### src/rtl/multicycle_controller.sv
// Main control FSM for the multi-cycle RV32I core: sequences the shared ALU, memory port,
// register file and PC/IR/ALUOut registers, stalls on memory ready and traps on bad encodings.
module multicycle_controller (
    input  logic       i_clk,
    input  logic       i_arst_n,
    input  logic [6:0] i_operand,
    input  logic [2:0] i_funct3,
    input  logic       i_funct7bit5,
    input  logic       i_zeroFlag,
    input  logic       i_memReady,
    output logic       o_pcWrite,
    output logic       o_adrSrc,
    output logic       o_memWrite,
    output logic       o_irWrite,
    output logic [1:0] o_resultSrc,
    output logic [1:0] o_aluSrcA,
    output logic [1:0] o_aluSrcB,
    output logic [3:0] o_aluLogicOperation,
    output logic       o_regWriteEn,
    output logic       o_instrRetired,
    output logic       o_illegal,
    output logic [3:0] o_state
);

    typedef enum logic [3:0] {
        FETCH    = 4'd0,
        DECODE   = 4'd1,
        MEMADR   = 4'd2,
        MEMREAD  = 4'd3,
        MEMWB    = 4'd4,
        MEMWRITE = 4'd5,
        EXECUTER = 4'd6,
        EXECUTEI = 4'd7,
        ALUWB    = 4'd8,
        BEQ      = 4'd9,
        JAL      = 4'd10,
        TRAP     = 4'd11
    } state_e;

    localparam logic [3:0] ALU_ADD = 4'b0000;
    localparam logic [3:0] ALU_SUB = 4'b0001;
    localparam logic [3:0] ALU_AND = 4'b0010;
    localparam logic [3:0] ALU_OR  = 4'b0011;
    localparam logic [3:0] ALU_SLT = 4'b0101;

    localparam logic [6:0] OP_LOAD   = 7'b0000011;
    localparam logic [6:0] OP_STORE  = 7'b0100011;
    localparam logic [6:0] OP_RTYPE  = 7'b0110011;
    localparam logic [6:0] OP_ITYPE  = 7'b0010011;
    localparam logic [6:0] OP_BRANCH = 7'b1100011;
    localparam logic [6:0] OP_JAL    = 7'b1101111;

    state_e     state_q;
    state_e     state_d;
    logic       is_load;
    logic       is_store;
    logic       is_rtype;
    logic       is_itype;
    logic       is_beq;
    logic       is_jal;
    logic       alu_legal;
    logic [3:0] alu_op;

    logic       pc_write;
    logic       adr_src;
    logic       mem_write;
    logic       ir_write;
    logic [1:0] result_src;
    logic [1:0] alu_src_a;
    logic [1:0] alu_src_b;
    logic [3:0] alu_ctrl;
    logic       reg_write;
    logic       retire;
    logic       illegal;

    assign is_load  = (i_operand == OP_LOAD)   && (i_funct3 == 3'b010);
    assign is_store = (i_operand == OP_STORE)  && (i_funct3 == 3'b010);
    assign is_rtype = (i_operand == OP_RTYPE);
    assign is_itype = (i_operand == OP_ITYPE);
    assign is_beq   = (i_operand == OP_BRANCH) && (i_funct3 == 3'b000);
    assign is_jal   = (i_operand == OP_JAL);

    // funct7bit5 only selects SUB for register-register ops; immediates never subtract.
    always_comb begin
        alu_op    = ALU_ADD;
        alu_legal = 1'b1;
        case (i_funct3)
            3'b000:  alu_op = ((state_q == EXECUTER) && i_funct7bit5) ? ALU_SUB : ALU_ADD;
            3'b010:  alu_op = ALU_SLT;
            3'b110:  alu_op = ALU_OR;
            3'b111:  alu_op = ALU_AND;
            default: alu_legal = 1'b0;
        endcase
    end

    always_comb begin
        state_d = state_q;
        case (state_q)
            FETCH:    if (i_memReady) state_d = DECODE;
            DECODE: begin
                if (is_load || is_store) state_d = MEMADR;
                else if (is_rtype)       state_d = EXECUTER;
                else if (is_itype)       state_d = EXECUTEI;
                else if (is_beq)         state_d = BEQ;
                else if (is_jal)         state_d = JAL;
                else                     state_d = TRAP;
            end
            MEMADR:   state_d = is_store ? MEMWRITE : MEMREAD;
            MEMREAD:  if (i_memReady) state_d = MEMWB;
            MEMWB:    state_d = FETCH;
            MEMWRITE: if (i_memReady) state_d = FETCH;
            EXECUTER,
            EXECUTEI: state_d = alu_legal ? ALUWB : TRAP;
            ALUWB:    state_d = FETCH;
            BEQ:      state_d = FETCH;
            JAL:      state_d = ALUWB;
            TRAP:     state_d = TRAP;
            default:  state_d = TRAP;
        endcase
    end

    always_ff @(posedge i_clk or negedge i_arst_n) begin
        if (!i_arst_n) state_q <= FETCH;
        else           state_q <= state_d;
    end

    always_comb begin
        pc_write   = 1'b0;
        adr_src    = 1'b0;
        mem_write  = 1'b0;
        ir_write   = 1'b0;
        result_src = 2'b00;
        alu_src_a  = 2'b00;
        alu_src_b  = 2'b00;
        alu_ctrl   = ALU_ADD;
        reg_write  = 1'b0;
        retire     = 1'b0;
        illegal    = 1'b0;
        case (state_q)
            FETCH: begin
                alu_src_b  = 2'b10;
                result_src = 2'b10;
                ir_write   = i_memReady;
                pc_write   = i_memReady;
            end
            DECODE: begin
                alu_src_a = 2'b01;
                alu_src_b = 2'b01;
            end
            MEMADR: begin
                alu_src_a = 2'b10;
                alu_src_b = 2'b01;
            end
            MEMREAD:  adr_src = 1'b1;
            MEMWB: begin
                result_src = 2'b01;
                reg_write  = 1'b1;
                retire     = 1'b1;
            end
            MEMWRITE: begin
                adr_src   = 1'b1;
                mem_write = 1'b1;
                retire    = i_memReady;
            end
            EXECUTER: begin
                alu_src_a = 2'b10;
                alu_src_b = 2'b00;
                alu_ctrl  = alu_op;
            end
            EXECUTEI: begin
                alu_src_a = 2'b10;
                alu_src_b = 2'b01;
                alu_ctrl  = alu_op;
            end
            ALUWB: begin
                reg_write = 1'b1;
                retire    = 1'b1;
            end
            BEQ: begin
                alu_src_a = 2'b10;
                alu_ctrl  = ALU_SUB;
                pc_write  = i_zeroFlag;
                retire    = 1'b1;
            end
            JAL: begin
                alu_src_a = 2'b01;
                alu_src_b = 2'b10;
                pc_write  = 1'b1;
            end
            default:  illegal = 1'b1;
        endcase
    end

    // FETCH enables follow i_memReady, so they must be masked while reset is held.
    assign o_pcWrite           = pc_write  & i_arst_n;
    assign o_memWrite          = mem_write & i_arst_n;
    assign o_irWrite           = ir_write  & i_arst_n;
    assign o_regWriteEn        = reg_write & i_arst_n;
    assign o_instrRetired      = retire    & i_arst_n;
    assign o_illegal           = illegal   & i_arst_n;
    assign o_adrSrc            = adr_src;
    assign o_resultSrc         = result_src;
    assign o_aluSrcA           = alu_src_a;
    assign o_aluSrcB           = alu_src_b;
    assign o_aluLogicOperation = alu_ctrl;
    assign o_state             = state_q;

endmodule
### config.mk
export PLATFORM = sky130hd
export DESIGN_NAME = multicycle_controller
export DESIGN_NICKNAME = d
export VERILOG_FILES = /design/src/rtl/multicycle_controller.sv
export SDC_FILE = /design/constraint.sdc
export NUM_CORES = 1
export LEC_CHECK = 0
export BUFFER_PORTS_ARGS = -buffer_cell sky130_fd_sc_hd__buf_2
export CAP_MARGIN = 20
export CORE_MARGIN = 5
export CORE_UTILIZATION = 50
export CTS_BUF_LIST = sky130_fd_sc_hd__clkbuf_8
export CTS_CLUSTER_SIZE = 28
export DETAILED_ROUTE_END_ITERATION = 10
export GPL_TIMING_DRIVEN = 0
export HOLD_SLACK_MARGIN = 0.05
export PLACE_DENSITY_LB_ADDON = 0.1
export SLEW_MARGIN = 10
export SYNTH_ARGS = -nofsm -noshare
export SYNTH_HDL_FRONTEND = slang
export SYNTH_SLANG_ARGS = --single-unit
### constraint.sdc
create_clock -name i_clk -period 4.3 [get_ports i_clk]
set_input_delay 0.215 -clock i_clk [delete_from_list [all_inputs] [get_ports i_clk]]
set_output_delay 0.215 -clock i_clk [all_outputs]
set_load 0.02 [all_outputs]
==> Word-level counts from Yosys, hierarchy flattened <==
Index checks and enable logic that the tools add are counted.
{ "totals": {"reg_bits": 4, "input_bits": 15, "out_inout_bits": 21, "word_cells": 72} }
{ "op_classes": {"n_eq_ne": 22, "mux": 25, "n_bitwise": 6, "reduce_logical": 18} }
{ "op_table": {"columns": ["operator", "n"], "rows": [
  ["4-bit one-hot mux with 8 select lines", 1],
  ["4-bit two-way mux", 6],
  ["4-bit by 3-bit equality test with 1-bit output, second input constant", 4],
  ["7-bit by 6-bit equality test with 1-bit output, second input constant", 2],
  ["7-bit equality test, second input constant", 2],
  ["4-bit equality test, second input constant", 3],
  ["2-bit one-hot mux with 2 select lines", 3],
  ["3-bit one-hot mux with 4 select lines", 1],
  ["11-bit OR reduction", 1],
  ["2-bit OR reduction", 5],
  ["4-bit by 2-bit equality test with 1-bit output, second input constant", 2],
  ["1-bit two-way mux", 8],
  ["4-bit one-hot mux with 2 select lines", 1],
  ["4-bit OR reduction", 2],
  ["7-bit by 2-bit equality test with 1-bit output, second input constant", 1],
  ["7-bit by 5-bit equality test with 1-bit output, second input constant", 1],
  ["1-bit bitwise AND", 6],
  ["3-bit equality test, second input constant", 2],
  ["2-bit != test, second input constant", 3],
  ["3-bit OR reduction", 2],
  ["4-bit by 1-bit equality test with 1-bit output, second input constant", 1],
  ["1-bit logical AND", 4],
  ["4-bit zero test", 1],
  ["2-bit two-way mux", 2],
  ["7 further kinds", 7]
]} }

==> Logic depth before layout (Yosys ltp) <==
{ "logic_depth": {"depth_word": 7, "depth_mapped": 5, "mapped_depth_nobuf": 4} }

==> Least setup slack after synthesis <==
OpenSTA, ideal clock, no wires.
{ "synth_timing": {"path_type": "reg-to-output", "from": "reg state_q[3], in the netlist o_state[3]", "to": "out o_irWrite", "arrival_ps": 1850, "required_ps": 4085, "setup_slack_ps": 2235, "path_stages_with_launch": 4, "path_buffers": 1, "path_cell_list": "dfrtp_1 clkbuf_8 nor4_1 and3_1"} }
{ "synth_via": {"elab_chain_cells": 3} }
{ "synth_rtl": {"columns": ["element", "line_no", "rtl"], "rows": [
  ["start: declaration", "53", "state_e state_q;"],
  ["start signal: assignment", "124", "else state_q <= state_d;"],
  ["4-bit zero test", "139", "case (state_q)"],
  ["1-bit two-way mux", "139", null],
  ["1-bit bitwise AND", "197", "assign o_irWrite = ir_write & i_arst_n;"],
  ["end: declaration", "14", "output logic o_irWrite,"]
]} }
No other way between the ends.

==> Worst setup path in the final report <==
{ "layout_timing": {"from": "reg state_q[0], in the netlist o_state[0]", "to": "out o_pcWrite"} }
{ "layout_via": {"elab_chain_cells": 3, "word_cells_on_any_way": 5, "cone_classes": "eq/ne (2); mux (1); bitwise (1); reduce/logical (1)"} }
{ "layout_rtl": {"columns": ["element", "line_no", "rtl"], "rows": [
  ["4-bit equality test or 4-bit zero test (tied branches)", "139", null],
  ["1-bit one-hot mux with 3 select lines *", "139", null],
  ["1-bit bitwise AND *", "195", "assign o_pcWrite = pc_write & i_arst_n;"],
  ["end: declaration", "11", "output logic o_pcWrite,"]
]} }
Mark *: on every way between the ends. The rest lies on a longest branch, timed or not.

==> results.sh <==
export IMPL_status="finished clean"
export IMPL_cp_top_family="buffers and inverters"
export IMPL_detail_route_wl_per_cell_microns=14.2
export IMPL_detailroute_via_count=926
export IMPL_globalRouteTotalUtil=0.218
export IMPL_slew_violations=0
export IMPL_num_nets_final=156
export IMPL_dr_vias_cell=6.01
export IMPL_peakVddDrop_mv=0.491
export IMPL_drt_pre_antenna_iters=4
export IMPL_clk_lat_worst_skew_ns=0.22
export IMPL_drc_errors=0
export IMPL_crit_path_start_kind="register"
export IMPL_grt_start_max_net_pins=11
export IMPL_worst_path_max_delay_cell="sky130_fd_sc_hd__dfrtp_1"
export IMPL_mappedNetlistNets=116
export IMPL_cts_max_level=1
export IMPL_yosys_cell_types_count=44
export IMPL_grt_ovfl_total=0
export IMPL_start_util=0.538
export IMPL_synth_area_sq_um=717
export IMPL_place_port_buffers=34
export IMPL_criticalPathCategory="register to primary output"
export IMPL_period_minus_slack_ns=1.99
export IMPL_totalNegativeSetupSlack_ns=0
export IMPL_synthesis_instances=101
export IMPL_finalCritPeriodShare=0.464
export IMPL_synthesis_yosys_warnings=0
export IMPL_cts_root_to_sink_buffers=2
export IMPL_setup_viol=0
export IMPL_most_frequent_cell_after_synthesis="sky130_fd_sc_hd__nand2_1"
export IMPL_dr_first_iter_drc_count=37
export IMPL_synthArstFlopShare=1.00
export IMPL_synth_commonest_cells="sky130_fd_sc_hd__nand2_1 (10), sky130_fd_sc_hd__nor2_1 (7), sky130_fd_sc_hd__a21oi_1 (5), sky130_fd_sc_hd__inv_1 (5), sky130_fd_sc_hd__nor4_1 (5)"
export IMPL_yosys_register_bits=4
export IMPL_utilization=0.718
export IMPL_design_core_area_sq_um=1330
export IMPL_synthTopCellsByArea="sky130_fd_sc_hd__dfrtp_1 (14%), sky130_fd_sc_hd__clkbuf_8 (7.7%), sky130_fd_sc_hd__nand2_1 (5.2%), sky130_fd_sc_hd__nor4_1 (4.4%), sky130_fd_sc_hd__nor2_1 (3.7%)"
export IMPL_synth_yosys_seq_area_share=0.140
export IMPL_arrival_ns=1.78
export IMPL_clock_sinks=4
export IMPL_floorplan_io_pins=36
export IMPL_cts_tree="built"
export IMPL_largest_reg_flops=4
export IMPL_postCtsResizedCells=0
export IMPL_syn_area_per_cell_sq_um=7.10
export IMPL_post_dp_cell_area_sq_um=906
export IMPL_number_of_global_route_vias_before_repair=820
export IMPL_final_design_area_no_fill_sq_um=957
export IMPL_cellPowerDensity_nw_per_um2=800
export IMPL_worst_clock_skew_ns=0.00120
export IMPL_path_cells="nor2b_1, clkbuf_1, a21o_1, a32oi_1, nor3b_1, buf_2"
export IMPL_detailed_place_hpwl_microns=1740
export IMPL_max_freq_mhz=502
export IMPL_route_antenna_remaining_nets=0
export IMPL_fin_cells=154
export IMPL_timing_final_hold_violations=0
export IMPL_antenna_violations_before_repair=0
export IMPL_root_buffer="sky130_fd_sc_hd__clkbuf_8"
export IMPL_cap_viol_max_count=0
export IMPL_whs_ns=0.337
export IMPL_floorplan_die_height_microns=47.9
export IMPL_count_of_flip_flops_with_a_built_in_enable_after_synthesis=0
export IMPL_grt_setup_unrepaired="false"
export IMPL_cellLeakagePower_nw=0.474
export IMPL_holdCritPathClass="input port to register"
export IMPL_fp_row_count=13
export IMPL_layout_area_overhead_vs_synth_pct=33.5
export IMPL_path_max_fanout=8
export IMPL_chipWidth_microns=47.9
export IMPL_setup_worst_path_end_class="primary output"
export IMPL_wl_microns=2180
export IMPL_grt_pass1_wl_microns=3620
export IMPL_numPlacedInstances=150
export IMPL_dieArea_sq_um=2290
export IMPL_synthDominantAreaCellType="sky130_fd_sc_hd__dfrtp_1"
export IMPL_post_synth_top_area_fraction=0.140
export IMPL_drive_gt1_frac=0.360
export IMPL_cp_slowest_stage_delay_ns=0.47
export IMPL_globalplace_congestion=0.863
export IMPL_ys_flop_type="sky130_fd_sc_hd__dfrtp_1"
export IMPL_cts_clk_slew_worst_paths_ns=0.03
export IMPL_cts_made_buffers=3
export IMPL_wp_data_required_ns=4.09
export IMPL_num_antenna_cells=0
export IMPL_worst_path_buf_inv=2
-- cell families after synthesis --
logic type / share of synthesized area
other cells: 0.00523
buf+inv: 0.147
xor+xnor: 0.0367
flops: 0.140
simple gates: 0.396
compound gates: 0.276
-- cells in the final DEF, fill, tap and decap left out, drive strengths merged, types with 3 or more instances in the layout --
master / n
nor2: 7
dfrtp: 4
buf: 37
nor3: 4
clkbuf: 9
a21oi: 6
nor4: 5
and3: 3
nand2: 10
nand3: 4
nor2b: 3
inv: 5
nand2b: 3
-- metal layers --
metal	track usage	wire, microns	up-vias	share of wire
met5	0	0	-	0
met3	0.0451	177	4	0.081
met2	0.380	1120	47	0.51
met1	0.269	864	424	0.40
met4	0.0538	21	0	0.0096
li1	-	-	451	-
-- power by group --
group          switching, mW  internal (mW)
Clock                 0.0209         0.0598
Combinational          0.365          0.242
Sequential            0.0196         0.0583
-- per-stage QoR --
step	total power, mW	setup WS (ns)
after CTS	0.763	2.33
after detailed placement	0.681	2.54
after floorplan	0.527	2.23
after global routing	0.829	2.13
final	0.766	2.31
after global placement	0.668	2.56
-- area by class of cell --
type                            instances  area (sq um)
Multi-Input combinational cell         82           512
Fill cell                             125           377
Timing Repair Buffer                   35           180
Sequential cell                         4           100
Buffer                                  9          82.6
Clock buffer                            3          41.3
Inverter                                6          22.5
Tap cell                               15          18.8
-- worst register-to-register path, cell delays in order, from the launching register on --
cell and delay, ns:
sky130_fd_sc_hd__dfrtp_1 0.47, sky130_fd_sc_hd__nor2b_1 0.16, sky130_fd_sc_hd__clkbuf_1 0.31, sky130_fd_sc_hd__nand2_1 0.16
sky130_fd_sc_hd__or3_1 0.40, sky130_fd_sc_hd__a32oi_1 0.18
-- final timing paths --
path	from	end	slack (ns)	depth (start not counted)
setup / recovery	o_state[0]$_DFFE_PN0P_	o_pcWrite	2.31	6
hold / removal	i_memReady	o_state[1]$_DFFE_PN0P_	0.34	2
setup reg to reg	o_state[0]$_DFFE_PN0P_	o_state[0]$_DFFE_PN0P_	2.54	5
min in group asynchronous	i_arst_n	o_state[3]$_DFFE_PN0P_	0.40	2
max in group asynchronous	i_arst_n	o_state[0]$_DFFE_PN0P_	3.74	2
hold reg to reg	o_state[2]$_DFFE_PN0P_	o_state[2]$_DFFE_PN0P_	0.70	3
-- repair_timing --
item / 4_1_cts / 5_1_grt
setup buffers: 0 / 0
endpoints found under the setup margin: 0 / 0
hold buffers: 1 / 0
endpoints found under the hold margin: 4 / 0
No activity file was read; power rests on OpenSTA's default activity.
